--- config.mk ---
export PLATFORM = sky130hd
export DESIGN_NAME = spi_cfg_seq
export DESIGN_NICKNAME = d
export VERILOG_FILES = /design/src/rtl/spi_cfg_seq.sv
export SDC_FILE = /design/constraint.sdc
export NUM_CORES = 1
export LEC_CHECK = 0
export ABC_AREA = 1
export BUFFER_PORTS_ARGS = -buffer_cell sky130_fd_sc_hd__buf_4
export CELL_PAD_IN_SITES_DETAIL_PLACEMENT = 0
export CELL_PAD_IN_SITES_GLOBAL_PLACEMENT = 2
export CORE_AREA = 2 2 97 99
export DETAILED_ROUTE_END_ITERATION = 10
export DIE_AREA = 0 0 99 101
export GPL_TIMING_DRIVEN = 0
export PLACE_DENSITY = 0.91
export SLEW_MARGIN = 20
export SYNTH_ARGS = -nofsm -noshare
export SYNTH_HDL_FRONTEND = slang
export SYNTH_SLANG_ARGS = --single-unit
--- constraint.sdc ---
create_clock -name mclk -period 3.9 [get_ports mclk]
set_input_delay 0.39 -clock mclk [delete_from_list [all_inputs] [get_ports mclk]]
set_output_delay 0.39 -clock mclk [all_outputs]
set_load 0.02 [all_outputs]
--- src/rtl/spi_cfg_seq.sv ---
// Walks a ROM table of SPI words through the single-word SPI master with a fixed inter-word gap.
// Optional readback verify of written words: define SPI_CFG_VERIFY_EN.
module spi_cfg_seq #(
  parameter int DATA_BITS   = 26,
  parameter int NUM_ENTRIES = 16,
  parameter int ADDR_W      = 4,
  parameter int GAP_CYCLES  = 100,
  parameter int TIMEOUT     = 4095,
  parameter int RD_BIT      = 25,
  parameter int CMP_BITS    = 8
) (
  input  logic                 mclk,
  input  logic                 reset,
  input  logic                 start,
  output logic                 busy,
  output logic                 done,
  output logic                 err,
  output logic [ADDR_W-1:0]    err_idx,
  output logic [ADDR_W-1:0]    rom_addr,
  input  logic [DATA_BITS-1:0] rom_data,
  output logic                 spi_ac,
  output logic [DATA_BITS-1:0] spi_din,
  input  logic [DATA_BITS-1:0] spi_rdata,
  input  logic                 spi_vld,
  input  logic                 spi_rdy
);

  localparam int TW       = $clog2(TIMEOUT + 1);
  localparam int GW       = (GAP_CYCLES > 1) ? $clog2(GAP_CYCLES) : 1;
  localparam int GAP_LOAD = (GAP_CYCLES > 0) ? GAP_CYCLES - 1 : 0;
  localparam logic [ADDR_W-1:0] LAST = ADDR_W'(NUM_ENTRIES - 1);

  typedef enum logic [2:0] {
    S_IDLE, S_FETCH, S_LOAD, S_ISSUE, S_WAIT_VLD, S_WAIT_RDY, S_GAP, S_DONE
  } state_t;

  state_t               r_state, w_next;
  logic [ADDR_W-1:0]    r_idx, r_err_idx;
  logic                 r_done, r_err, r_ac;
  logic [DATA_BITS-1:0] r_din;
  logic [TW-1:0]        r_tmo;
  logic [GW-1:0]        r_gap;

  logic w_start_ok, w_ac_set, w_adv, w_rb_set, w_err_set, w_done_set;
  logic w_last, w_tmo, w_need_rb, w_rb_bad;
  logic w_unused;

  assign w_last   = (r_idx == LAST);
  assign w_tmo    = (r_tmo == TW'(TIMEOUT - 1));
  assign w_unused = ^spi_rdata ^ (RD_BIT != 0) ^ (CMP_BITS != 0);

`ifdef SPI_CFG_VERIFY_EN
  localparam logic [DATA_BITS-1:0] RD_MASK = DATA_BITS'(1) << RD_BIT;
  logic r_rb;  // current word is the readback copy of a write

  assign w_need_rb = !r_rb && !r_din[RD_BIT];
  assign w_rb_bad  = r_rb && (spi_rdata[CMP_BITS-1:0] != r_din[CMP_BITS-1:0]);

  always_ff @(posedge mclk or posedge reset) begin
    if (reset)                   r_rb <= 1'b0;
    else if (w_start_ok || w_adv) r_rb <= 1'b0;
    else if (w_rb_set)           r_rb <= 1'b1;
  end
`else
  assign w_need_rb = 1'b0;
  assign w_rb_bad  = 1'b0;
`endif

  always_ff @(posedge mclk or posedge reset) begin
    if (reset) r_state <= S_IDLE;
    else       r_state <= w_next;
  end

  always_comb begin
    w_next = r_state;
    case (r_state)
      S_IDLE, S_DONE: w_next = start ? S_FETCH : S_IDLE;
      S_FETCH:        w_next = S_LOAD;
      S_LOAD:         w_next = S_ISSUE;
      S_ISSUE:        if (spi_rdy) w_next = S_WAIT_VLD;
      S_WAIT_VLD: begin
        if (spi_vld)    w_next = S_WAIT_RDY;
        else if (w_tmo) w_next = S_DONE;
      end
      S_WAIT_RDY: begin
        if (spi_rdy) begin
          if (!w_need_rb && w_last) w_next = S_DONE;
          else if (GAP_CYCLES == 0) w_next = w_need_rb ? S_LOAD : S_FETCH;
          else                      w_next = S_GAP;
        end
      end
      S_GAP:   if (r_gap == '0) w_next = w_need_rb ? S_LOAD : S_FETCH;
      default: w_next = S_IDLE;
    endcase
  end

  always_comb begin
    busy       = (r_state != S_IDLE) && (r_state != S_DONE);
    w_start_ok = start && !busy;
    w_ac_set   = (r_state == S_ISSUE) && spi_rdy;
    w_adv      = (r_state == S_WAIT_RDY || r_state == S_GAP) && (w_next == S_FETCH);
    w_rb_set   = (r_state == S_WAIT_RDY || r_state == S_GAP) && (w_next == S_LOAD);
    // vld wins over timeout; on vld only a readback mismatch can flag
    w_err_set  = (r_state == S_WAIT_VLD) && (spi_vld ? w_rb_bad : w_tmo);
    w_done_set = (w_next == S_DONE) && (r_state != S_DONE);
  end

  always_ff @(posedge mclk or posedge reset) begin
    if (reset) begin
      r_idx     <= '0;
      r_err_idx <= '0;
      r_done    <= 1'b0;
      r_err     <= 1'b0;
      r_ac      <= 1'b0;
      r_din     <= '0;
      r_tmo     <= '0;
      r_gap     <= '0;
    end else begin
      r_ac <= w_ac_set;
      if (w_start_ok) begin
        r_idx     <= '0;
        r_done    <= 1'b0;
        r_err     <= 1'b0;
        r_err_idx <= '0;
      end else if (w_adv) begin
        r_idx <= r_idx + 1'b1;
      end
      if (w_done_set) r_done <= 1'b1;
      if (w_err_set) begin
        r_err <= 1'b1;
        if (!r_err) r_err_idx <= r_idx;
      end
      if (r_state == S_LOAD) begin
`ifdef SPI_CFG_VERIFY_EN
        r_din <= r_rb ? (r_din | RD_MASK) : rom_data;
`else
        r_din <= rom_data;
`endif
      end
      if (w_ac_set)                  r_tmo <= '0;
      else if (r_state == S_WAIT_VLD) r_tmo <= r_tmo + 1'b1;
      if (r_state == S_WAIT_RDY)               r_gap <= GW'(GAP_LOAD);
      else if (r_state == S_GAP && r_gap != '0) r_gap <= r_gap - 1'b1;
    end
  end

  assign done     = r_done;
  assign err      = r_err;
  assign err_idx  = r_err_idx;
  assign rom_addr = r_idx;
  assign spi_ac   = r_ac;
  assign spi_din  = r_din;

endmodule
==> reports/summary.txt <==
CTS H-tree depth = 3
XOR/XNOR Fraction of Synth Area = 1.25%
Slew HR = 76.0%
Clock Skew = 7.02 ps
Adder-Cell Fraction of Synth Area = 2.23%
Routed WL per cell = 12.4 µm
switching power = 0.00102 W
Syn-to-layout area delta = 32.1%
yosys warns = 0
Pwr per Cell Area = 752 nW/µm²
WP data arrival = 1360 ps
GRT Residual Overflow = 0
clk sinks = 59
CTS tree = done
fmax = 0.573 GHz
Compound-Gate Fraction of Synth Area = 5.93%
Flop pwr share = 34.2%
Comb pwr share = 43.0%
placed wire-length estimate = 4430 µm
Core ar. = 8980 µm²
Synth Flop Type = dfrtp_1
first-pass GRT wire length = 9910 µm
outcome = finished, final reports clean
Clock Latency Late Sink = 340 ps
Setup Slack @ Placement = 2210 ps
worst-path maximum fanout = 7
setup slack after layout = 2150 ps
Simple-Gate Fraction of Synth Area = 22.2%
Hold WC Path Type = input pin to asynchronous set/reset pin
Max Root-Sink Buffers = 2
initial antenna violation count = 0
clock share of power = 22.8%
Leak = 1.75 nW
flops & latches, synth = 59
vias in the first global route = 2132
routed wire length = 5840 µm
starting density of the core = 31.2%
placed cell count = 457
Post-synth EDFFs = 0
First-pass DRT Iterations = 4
ys async rst share = 100%
internal power = 0.00176 W
register area share after synthesis = 52.7%
die area = 10000 µm²
root buf cell = clkbuf_8
Die Y = 101 µm
Final Setup Violations = 0
most common cell after layout, fill and taps aside = buf_4
commonest non-fill, non-tap cells in the layout = buf_4 (68), dfrtp_1 (59), nand2_1 (43), mux2_2 (26)
Netlist cell types = 33
register area = 1480 µm²
min Tclk post-route = 1750 ps
initial DRC count = 127
antenna viol nets, final = 0
switch share = 36.7%
Hold Fails Final Rpt = 0
Cell Rows = 35
chip width = 99 µm
hold buffers post-CTS = 0
post-synthesis instance total = 277
# Post-CTS Setup Buffers = 0
minimum hold slack = 33.6 ps
Post-Syn Area per Cell = 10.1 µm²
# IOs = 95
Setup crit end kind = output port
I/O Buffers = 68
total track usage = 12.3%
Tcrit/Tclk final = 44.7%
# Max-Cap Violations = 0
clk slew on worst S/H paths = 70 ps
largest family of logic cells by synthesized area = simple AND/OR/NAND/NOR gates
Finished Layout Cells = 473
diode count = 0
Final Core Density = 41.3%
TNS Setup = 0 ps
Post-Syn Area = 2800 µm²
WS Path Type = register to output port
CTS Buf Count = 9
fin. max-slew vios = 0
fraction of layout cells with a size suffix above 1 = 39.8%
fill cell count = 891
DR vias/cell = 4.51
mux contribution to synthesized area = 10.4%
GPL Wtd Cong = 0.766
RSZ-0062 raised after global routing = false
worst slew pin tran = 360 ps
NumNets Final = 419
DR vias = 2135
Worst Path Required = 3510 ps
crit start category = register
residual DRC count = 0
PostCTS Resize Cnt = 0
syn nets = 339
maximum vdd drop = 0.341 mV
Multi-input gate area = 1180 µm²
largest net degree at the start of global routing = 34
-- per-layer routing --
layer / part of all wire (%) / global-route usage (%) / vias up
li1: - / - / 1081
met1: 47 / 16.8 / 996
met2: 46 / 19.0 / 48
met3: 5.1 / 3.33 / 10
met4: 1.5 / 4.43 / 0
met5: 0 / 0 / -
-- final timing paths --
check                       startpoint  cells after the start  slack, ps          end
max in group asynchronous        reset                      3       3380  spi_din[11]
min                              reset                      2         30  rom_addr[1]
min reg2reg                       done                      2        500         done
min in group mclk          rom_data[7]                      2        280   spi_din[7]
max reg2reg                   r_gap[0]                      9       2230  rom_addr[3]
max                         r_state[1]                      5       2150         busy
-- power by group through the flow --
stage	Clock (W)	Sequential (W)	Combinational (W)
after floorplan	0	0.00113	0.000638
after global placement	0	0.000958	0.00119
after detailed placement	0	0.000964	0.00122
after CTS	0.000655	0.000954	0.00122
after global routing	0.000677	0.000985	0.00131
final	0.000635	0.000953	0.00120
-- final cells by class --
class	instances	share of cell area, %
Clock inverter	4	1.96
Timing Repair Buffer	69	14.3
Tap cell	111	3.75
Multi-Input combinational cell	185	31.8
Buffer	3	0.912
Sequential cell	59	39.9
Clock buffer	12	4.19
Inverter	30	3.18
-- worst max-delay path: stages (launching register included) --
cell and delay (ps):
dfrtp_1 370, buf_6 130, nand2_1 110, nand2_1 60, o21ai_1 150, buf_4 190
-- kinds of logic after synthesis --
| group | after synthesis |
|---|---|
| and+or+nand+nor | 119 |
| DFF | 59 |
| buffers and inverters | 33 |
| AOI/OAI and AO/OA | 31 |
| muxes | 26 |
| adders and majority gates | 5 |
| xor gates and xnor gates | 4 |
-- synth_stat cells (2+ instances only) --
master | count | area (µm²)
mux2_2 | 26 | 293
nand4_1 | 3 | 18.8
dfrtp_1 | 59 | 1480
nand2_4 | 2 | 22.5
nand2_2 | 5 | 31.3
a21oi_1 | 5 | 25.0
nor3_1 | 2 | 10.0
o21ai_0 | 12 | 60.1
nor2_2 | 9 | 56.3
o22ai_1 | 2 | 12.5
nand3_1 | 23 | 115
inv_1 | 24 | 90.1
o21ai_1 | 7 | 35.0
a31oi_1 | 3 | 18.8
nor2_4 | 3 | 33.8
nand2_1 | 43 | 161
xnor2_1 | 3 | 26.3
nor2_1 | 21 | 78.8
buf_6 | 3 | 33.8
ha_1 | 5 | 62.6
inv_2 | 5 | 18.8
-- sequential cells by signal, indices dropped and copies added, names as in the netlist --
| name | count |
|---|---|
| r_tmo | 12 |
| done | 1 |
| rom_addr | 4 |
| r_state | 3 |
| r_gap | 7 |
| err | 1 |
| err_idx | 4 |
| spi_din | 26 |
| spi_ac | 1 |
-- stage by stage --
step / instance area, µm² / power (W)
4_1_cts: 3700 / 0.00283
2_1_floorplan: 2800 / 0.00177
3_3_place_gp: 3450 / 0.00215
6_report: 3700 / 0.00278
5_1_grt: 3700 / 0.00297
3_5_place_dp: 3480 / 0.00218
Note: power is estimated with default switching activity, not from simulation.
